==> config.mk <==
export PLATFORM = sky130hd
export DESIGN_NAME = adc_threshold_trigger
export DESIGN_NICKNAME = d
export VERILOG_FILES = /design/src/rtl/adc_trig_pkg.sv /design/src/rtl/trig_scale.sv /design/src/rtl/adc_threshold_trigger.sv
export SDC_FILE = /design/constraint.sdc
export NUM_CORES = 1
export LEC_CHECK = 0
export CAP_MARGIN = 20
export CELL_PAD_IN_SITES_DETAIL_PLACEMENT = 0
export CELL_PAD_IN_SITES_GLOBAL_PLACEMENT = 2
export CORE_ASPECT_RATIO = 0.5
export CORE_MARGIN = 4
export CORE_UTILIZATION = 32
export CTS_CLUSTER_SIZE = 24
export DETAILED_ROUTE_END_ITERATION = 10
export PLACE_DENSITY_LB_ADDON = 0.1
export SLEW_MARGIN = 30
export SYNTH_ARGS = -nofsm -noshare
export SYNTH_HDL_FRONTEND = slang
export SYNTH_SLANG_ARGS = --single-unit
==> constraint.sdc <==
create_clock -name clk -period 2.75 [get_ports clk]
set_input_delay 0.825 -clock clk [delete_from_list [all_inputs] [get_ports clk]]
set_output_delay 0.825 -clock clk [all_outputs]
set_load 0.01 [all_outputs]
==> src/rtl/adc_trig_pkg.sv <==
// Shared types and helpers for the ADC threshold trigger.
package adc_trig_pkg;

    typedef enum logic [1:0] {
        StIdle,
        StArmed,
        StActive,
        StHoldoff
    } trig_state_e;

    // Unsigned saturation of a product to an out_w-bit ceiling.
    function automatic logic [63:0] sat_u(input logic [63:0] prod, input int unsigned out_w);
        logic [63:0] max_v;
        max_v = (64'd1 << out_w) - 64'd1;
        return (prod > max_v) ? max_v : prod;
    endfunction

endpackage

==> src/rtl/trig_scale.sv <==
// Registered pulse datapath: baseline subtract, clamp at zero, gain multiply, saturate.
module trig_scale
    import adc_trig_pkg::*;
#(
    parameter int unsigned DATA_W = 14,
    parameter int unsigned GAIN_W = 8,
    parameter int unsigned OUT_W  = 14
) (
    input  logic              clk,
    input  logic              rst_n,
    input  logic              load,
    input  logic              clear,
    input  logic              falling,
    input  logic [DATA_W-1:0] adc_in,
    input  logic [DATA_W-1:0] baseline,
    input  logic [GAIN_W-1:0] gain,
    output logic [OUT_W-1:0]  pulse_out,
    output logic              pulse_valid
);

    localparam int unsigned PW = DATA_W + GAIN_W;

    logic [DATA_W-1:0] diff;
    logic [PW-1:0]     prod;
    logic [OUT_W-1:0]  pulse_d, pulse_q;
    logic              valid_d, valid_q;

    always_comb begin
        diff = '0;
        if (falling) begin
            if (baseline > adc_in) diff = baseline - adc_in;
        end else begin
            if (adc_in > baseline) diff = adc_in - baseline;
        end
        prod = {{GAIN_W{1'b0}}, diff} * {{DATA_W{1'b0}}, gain};

        pulse_d = pulse_q;
        if (clear) begin
            pulse_d = '0;
        end else if (load) begin
            pulse_d = OUT_W'(sat_u(64'(prod), OUT_W));
        end
        valid_d = load;
    end

    always_ff @(posedge clk or negedge rst_n) begin
        if (!rst_n) begin
            pulse_q <= '0;
            valid_q <= 1'b0;
        end else begin
            pulse_q <= pulse_d;
            valid_q <= valid_d;
        end
    end

    assign pulse_out   = pulse_q;
    assign pulse_valid = valid_q;

endmodule

==> src/rtl/adc_threshold_trigger.sv <==
// Clocked ADC threshold trigger with hysteresis, holdoff and scaled pulse output.
// Optional peak tracking outputs are enabled by defining TRIG_PEAK_HOLD_EN.
module adc_threshold_trigger
    import adc_trig_pkg::*;
#(
    parameter int unsigned DATA_W  = 14,
    parameter int unsigned GAIN_W  = 8,
    parameter int unsigned OUT_W   = 14,
    parameter int unsigned HYST    = 16,
    parameter int unsigned HOLDOFF = 64,
    parameter int unsigned CNT_W   = 16
) (
    input  logic              clk,
    input  logic              rst_n,
    input  logic [DATA_W-1:0] adc_in,
    input  logic              adc_valid,
    input  logic [DATA_W-1:0] threshold,
    input  logic [DATA_W-1:0] baseline,
    input  logic [GAIN_W-1:0] gain,
    input  logic              falling,
    input  logic              arm,
    output logic              trigger,
    output logic              active,
    output logic [OUT_W-1:0]  pulse_out,
    output logic              pulse_valid,
    output logic [CNT_W-1:0]  event_count
`ifdef TRIG_PEAK_HOLD_EN
    ,
    output logic [OUT_W-1:0]  peak_out,
    output logic              peak_valid
`endif
);

    localparam int unsigned     HoW    = (HOLDOFF > 1) ? $clog2(HOLDOFF) : 1;
    localparam logic [HoW-1:0]  HoLast = HoW'((HOLDOFF > 0) ? HOLDOFF - 1 : 0);
    localparam int unsigned     XW     = DATA_W + 1;
    localparam logic [XW-1:0]   HystX  = XW'(HYST);
    localparam logic [XW-1:0]   MaxX   = XW'((64'd1 << DATA_W) - 64'd1);

    trig_state_e      state_d, state_q;
    logic [HoW-1:0]   cnt_d, cnt_q;
    logic [CNT_W-1:0] count_d, count_q;
    logic             trig_d, trig_q;
    logic             load, clear;

    logic [XW-1:0] thr_x, adc_x, exit_lo, exit_hi, hi_sum;
    logic          crossing, exit_cond;

    // Exit bounds are widened one bit so threshold +/- HYST clamps instead of wrapping.
    always_comb begin
        thr_x    = {1'b0, threshold};
        adc_x    = {1'b0, adc_in};
        exit_lo  = (thr_x >= HystX) ? thr_x - HystX : '0;
        hi_sum   = thr_x + HystX;
        exit_hi  = (hi_sum > MaxX) ? MaxX : hi_sum;
        crossing = falling ? (adc_in < threshold) : (adc_in > threshold);
        exit_cond = falling ? (adc_x > exit_hi) : (adc_x < exit_lo);
    end

    always_comb begin
        state_d = state_q;
        cnt_d   = cnt_q;
        count_d = count_q;
        trig_d  = 1'b0;
        load    = 1'b0;
        unique case (state_q)
            StIdle: begin
                if (arm) state_d = StArmed;
            end
            StArmed: begin
                if (!arm) begin
                    state_d = StIdle;
                end else if (adc_valid && crossing) begin
                    state_d = StActive;
                    trig_d  = 1'b1;
                    load    = 1'b1;
                    count_d = count_q + CNT_W'(1);
                end
            end
            StActive: begin
                if (adc_valid) begin
                    load = 1'b1;
                    if (exit_cond) begin
                        state_d = (HOLDOFF > 0) ? StHoldoff : StArmed;
                        cnt_d   = '0;
                    end
                end
            end
            StHoldoff: begin
                if (cnt_q == HoLast) begin
                    cnt_d   = '0;
                    state_d = arm ? StArmed : StIdle;
                end else begin
                    cnt_d = cnt_q + HoW'(1);
                end
            end
            default: state_d = StIdle;
        endcase
        clear = (state_d == StIdle) && (state_q != StIdle);
    end

    always_ff @(posedge clk or negedge rst_n) begin
        if (!rst_n) begin
            state_q <= StIdle;
            cnt_q   <= '0;
            count_q <= '0;
            trig_q  <= 1'b0;
        end else begin
            state_q <= state_d;
            cnt_q   <= cnt_d;
            count_q <= count_d;
            trig_q  <= trig_d;
        end
    end

    trig_scale #(
        .DATA_W (DATA_W),
        .GAIN_W (GAIN_W),
        .OUT_W  (OUT_W)
    ) u_scale (
        .clk         (clk),
        .rst_n       (rst_n),
        .load        (load),
        .clear       (clear),
        .falling     (falling),
        .adc_in      (adc_in),
        .baseline    (baseline),
        .gain        (gain),
        .pulse_out   (pulse_out),
        .pulse_valid (pulse_valid)
    );

    assign trigger     = trig_q;
    assign active      = (state_q == StActive);
    assign event_count = count_q;

`ifdef TRIG_PEAK_HOLD_EN
    logic [OUT_W-1:0] peak_d, peak_q;
    logic             peakv_d, peakv_q;

    // The exit sample's pulse lands after ACTIVE is left, so it closes the event.
    always_comb begin
        peak_d = peak_q;
        if (trig_q) begin
            peak_d = pulse_out;
        end else if (pulse_valid && pulse_out > peak_q) begin
            peak_d = pulse_out;
        end
        peakv_d = pulse_valid && (state_q != StActive);
    end

    always_ff @(posedge clk or negedge rst_n) begin
        if (!rst_n) begin
            peak_q  <= '0;
            peakv_q <= 1'b0;
        end else begin
            peak_q  <= peak_d;
            peakv_q <= peakv_d;
        end
    end

    assign peak_out   = peak_q;
    assign peak_valid = peakv_q;
`else
    // Peak tracking is not built in this configuration.
`endif

endmodule

# Yosys cells after proc, flatten, opt, wreduce, memory -nomap -nowiden
# Cells that the tools add are included.
# totals
regBits	40
output_inout_bits	33
# classes
mul	1
order_cmp	9
muxes	27
add_sub_neg	6
reduce_logical	9
n_eq_ne	6
# ops
operator	n
two-way mux 14 bit	6
greater-than comparator 14 bit	3
two-way mux 15 bit	2
subtractor 14 bit	2
greater-than comparator 22 x 14 -> 1 bit (second input constant)	1
multiplier 14 x 8 -> 22 bit	1
two-way mux 6 bit	3
adder 16 x 1 -> 16 bit (second input constant)	1
adder 14 x 5 -> 15 bit (second input constant)	1
greater-than comparator 14 x 15 -> 1 bit	1
greater-than comparator 15 x 14 -> 1 bit (second input constant)	1
< comparator 14 x 15 -> 1 bit	1
subtractor 14 x 5 -> 15 bit (second input constant)	1
greater-or-equal comparator 14 x 5 -> 1 bit (second input constant)	1
< comparator 14 bit	1
two-way mux 2 bit	6
one-hot mux 6 bit (2 select lines)	1
one-hot mux 2 bit (4 select lines)	1
two-way mux 1 bit	7
adder 6 x 1 -> 6 bit (second input constant)	1
== test 6 bit (second input constant)	1
AND reduction 3 bit	2
nonzero test 2 bit	3
== test 2 bit (second input constant)	2
other kinds (6)	8

# Logic depth before layout (Yosys ltp)
# depth
word_depth	11
depth_mapped	32
mapped_depth_nobuf	29

# By module
# From an unflattened synthesis, not the netlist that was laid out.
# unflattened
cells_unflattened	1075
hier_area_um2	8829.7
# by_module_without_submodules
mod	area_per_inst_um2	cells_per_inst	instances	seq_area_each_um2
trig_scale	5841.9	719	1	375.4
adc_threshold_trigger	2987.9	356	1	625.6

# Worst setup path after synthesis
# Ideal clock, no wire load.
# synth_path
kind	input to register
from	input port adc_in[0]
to	register u_scale.pulse_q[10] (netlist: u_scale.pulse_out[10])
required_ns	2.624
cell_stages	30
n_path_buf	3
slack_ns	-4.988
setup_ns	0.126
arrival_time_ns	7.612
cell_sequence	inv_1 > ha_1 > inv_1 > fa_1 > a21o_1 > a2111oi_4 > o221ai_1 > nand2b_1 > a21o_1 > buf_2 > o22ai_1 > o21ai_1 > nor2_1 > fa_1 > fa_1 > fa_1 > inv_1 > fa_1 > inv_1 > ha_1 > clkbuf_1 > a21o_1 > a21oi_1 > nand4b_1 > o211ai_1 > mux2i_1 > nor4_1 > a41oi_2 > buf_4 > a221o_1
# synth_via
elab_chain_cells	9
word_cells_on_any_way	30
cone_classes	add/sub: 2; mul: 1; order compare: 7; mux: 16; reduce/logical: 4
# synth_rtl
element	line	text
start, declared	adc_threshold_trigger.sv:15	input logic [DATA_W-1:0] adc_in,
branches (longest 9 deep; another with multiplier 14 x 8 -> 22 bit)	-	
end signal, assigned	trig_scale.sv:51	pulse_q <= pulse_d;
end, declared	trig_scale.sv:25	logic [OUT_W-1:0] pulse_d, pulse_q;
# Several ways; the timed one is not identified. The select of a mux whose other input is x is not followed.
# A chain may end at the register's enable or synchronous reset.

# Worst setup path in the final report
# layout_path
from	input port adc_in[0]
to	register u_scale.pulse_q[4] (netlist: u_scale.pulse_out[4])
# Same word-level chain as after synthesis.

==> impl_results.md <==
- GRT overflow: 0
- CP endpoint kind: flop
- Row count: 41
- Area Growth Syn to Fin: 61.6%
- Yosys top cell by area: ha_1
- Psw: 3.94 mW
- DR vias/cell: 4.98
- Sequential fraction of design power: 0.094
- Max_slew headroom: 0.597
- Max Clock Skew: 0.00654 ns
- Seq/Total Area, Yosys: 0.119
- Pwr/cell area: 661 mW/mm^2
- Worst hold stages: 1
- Worst Path Arrival: 7.46 ns
- Final Slew Violations: 0
- Clock Sinks: 40
- Synth area leaders: ha_1 18%, fa_1 18%, dfrtp_1 12%, inv_1 7.5%, nor2_1 4.4%
- Initial Utilization: 0.330
- Top Ports: 88
- Average size of a mapped cell: 8.20 sq um
- Comb pwr share: 0.827
- Cell mode on critical path: fa_1
- CP Data Required Time: 2.92 ns
- Status: finished with violations
- Fin. Hold Viols: 0
- EDFF count, synth: 0
- Top FF cell, synth: dfrtp_1
- Fmax: 137 MHz
- DRC Markers: 0
- Leak Pwr: 6.70 nW
- Mapped Cells: 1030
- Final nets: 1687
- Antenna viol nets, final: 0
- Port buffer count: 87
- Hold Crit Start: event_count[15]$_DFFE_PN0P_
- Share of cells above drive strength 1: 0.370
- Element type at the critical path start: input port
- Worst min path class: reg2reg
- Max-cap violation count: 0
- Area fraction of the dominant cell type after synthesis: 0.179
- Sw Share: 0.437
- P_int: 5.08 mW
- Critical setup path kind: in2reg
- CP max FO: 7
- 1st-iter DRT viols: 437
- Root buffer cell: clkbuf_16
- Fill cell count: 2417
- Final hold slack: 0.461 ns
- GRT Total Usage: 0.200
- RSZ-0062 raised after global routing: true
- RR Endpoint: u_scale.pulse_out[4]$_DFFE_PN0P_
- Worst R2R Start: state_q[0]$_DFF_PN0_
- Failing checks: negative setup slack
- Slowest CP cell: fa_1
- Reg2Reg Depth: 11
- Tmin final: 7.29 ns
- Clock network fraction of total power: 0.079
- Async set-reset flop share out of synthesis: 1.00
- CTS tree: built
- Worst-path clk slew: 0.06 ns
- Total core area: 0.0256 sq mm
- Via count: 8869
- TritonCTS Buffers: 5
- Total Power: 9.02 mW
- Latest clock arrival within the worst-skew pair: 0.29 ns
- Max clock buf depth: 2
- Period utilization: 2.65
- Initial antenna violation count: 0
- First-pass GRT wire length: 47.6 mm
- Tightest Pin Transition: 0.589 ns
- Cell area after synthesis: 0.00844 sq mm
- FF+latch count, synth: 40
- Synthesized Nets: 1280
- Synth cell types: 72
- Pre-CTS WS: -5.53 ns
- Worst VDD drop: 0.573 mV
- Avg WL per Cell: 16.5 microns
- Max incr delay on CP: 0.55 ns
- H-tree levels: 2
- Die area: 0.0292 sq mm
- Final WS setup: -4.54 ns
- Synth warnings: 0
- HPWL after DPL: 24.7 mm
- Worst Hold Path EP: event_count[15]$_DFFE_PN0P_
- # setup viols final: 40
- Die width: 238 microns
- Chip Height: 123 microns
- Largest net degree at the start of global routing: 41
- Ant diodes: 0
- TritonRoute pass-1 iters: 5
- Flop2flop setup slack: -0.01 ns
- Vias in the first global route: 9260
- Routed wire length: 29.4 mm
- Routability congestion estimate: 0.880
-- sequential cells by signal, summed over array words and instances, names as in the netlist --
signal / cells
cnt_q: 6
event_count: 16
state_q: 2
trigger: 1
u_scale.pulse_out: 14
u_scale.pulse_valid: 1
-- routing by layer --
layer	vias to the layer above	share of wire	global-route usage
li1	4364	-	-
met1	4303	0.46	0.265
met2	163	0.49	0.361
met3	39	0.028	0.0216
met4	0	0.016	0.0346
met5	-	0	0
-- per-stage QoR --
step / utilization / instances / area [sq um] / TNS (ns)
after detailed placement: 0.468 / 1699 / 12000 / -117.76
after global routing: 0.533 / 1782 / 13600 / -88.88
after global placement: 0.468 / 1699 / 12000 / -114.67
after CTS: 0.519 / 1766 / 13300 / -84.65
final: 0.533 / 1782 / 13600 / -83.04
after floorplan: - / 1030 / 8860 / -69.95
-- worst max-delay path: cells and delay by family --
kind,cells,cell delay (ns)
xor+xnor,1,0.15
simple gates,6,0.91
fa+ha+maj,7,2.76
buf+inv,9,0.91
compound gates,9,1.86
-- cell type report --
cell class              count  area [sq um]  area share
flip-flops and latches     40          1000      0.0734
repair buffers            418          3580       0.262
multi-input cells         800          7760       0.569
clock buffers               6           139      0.0102
inverters                 172           696      0.0510
clock inverters             2          38.8     0.00284
well taps                 344           430      0.0315
-- cell usage after synthesis, types with 11 or more instances --
master and count:
fa_1 74, and2_1 26, xnor2_1 25, nor2_1 99, xor2_1 13, a221o_1 19, o21ai_0 28, dfrtp_1 40
a21o_1 26, inv_1 168, nand2_1 64, nand4_1 17, nand3_1 38, or2_2 11, nor3_1 26, and3_1 17
a21oi_1 53, ha_1 121
-- what timing repair did --
| action | CTS | global route |
|---|---|---|
| setup buffers | 55 | 18 |
| gates cloned | 4 | 1 |
| hold buffers | 0 | 0 |
| pin swaps | 81 | 62 |
| endpoints found under the setup margin | 40 | 40 |
| endpoints found under the hold margin | 0 | 0 |
| resized for setup | 198 | 48 |
-- worst max path at each step --
stage	slack, ns	cells past startpoint	startpoint	end
6_report	-4.54	32	adc_in[0]	u_scale.pulse_out[4]$_DFFE_PN0P_
5_1_grt	-4.79	35	adc_in[0]	u_scale.pulse_out[4]$_DFFE_PN0P_
3_3_place_gp	-5.34	30	adc_in[0]	u_scale.pulse_out[11]$_DFFE_PN0P_
4_1_cts	-4.51	31	adc_in[0]	u_scale.pulse_out[1]$_DFFE_PN0P_
2_1_floorplan	-4.40	30	adc_in[0]	u_scale.pulse_out[10]$_DFFE_PN0P_
3_5_place_dp	-5.53	30	adc_in[0]	u_scale.pulse_out[4]$_DFFE_PN0P_
-- power by group through the flow --
stage	Clock, mW	Combinational, mW	Sequential [mW]
after floorplan	0	4.04	0.886
after global placement	0	6.56	0.856
after detailed placement	0	6.57	0.858
after CTS	0.723	7.23	0.849
after global routing	0.756	8.28	0.870
final	0.708	7.46	0.850
-- cells in the final DEF, fill, tap and decap left out, types with 19 or more instances in the layout --
cell type	count
ha_1	86
xnor2_1	24
nor3_1	20
buf_4	293
ha_4	35
a21oi_1	42
and2_1	24
dlygate4sd2_1	28
clkdlybuf4s50_1	46
buf_6	27
o21ai_0	23
a221o_1	19
inv_1	147
a21o_1	24
fa_1	71
nand3_1	33
nor2_1	81
dfrtp_1	40
nand2_1	58
-- kinds of logic (layout without fill, tap and decap cells) --
group,Yosys count,count (layout),synth area share
AOI/OAI and AO/OA,216,218,0.187
xor gates and xnor gates,38,38,0.0394
adders and majority gates,195,195,0.355
buffers and inverters,192,598,0.0902
DFF,40,40,0.119
muxes,10,10,0.0124
and+or+nand+nor,339,339,0.198
(Power assumes the default switching activity.)
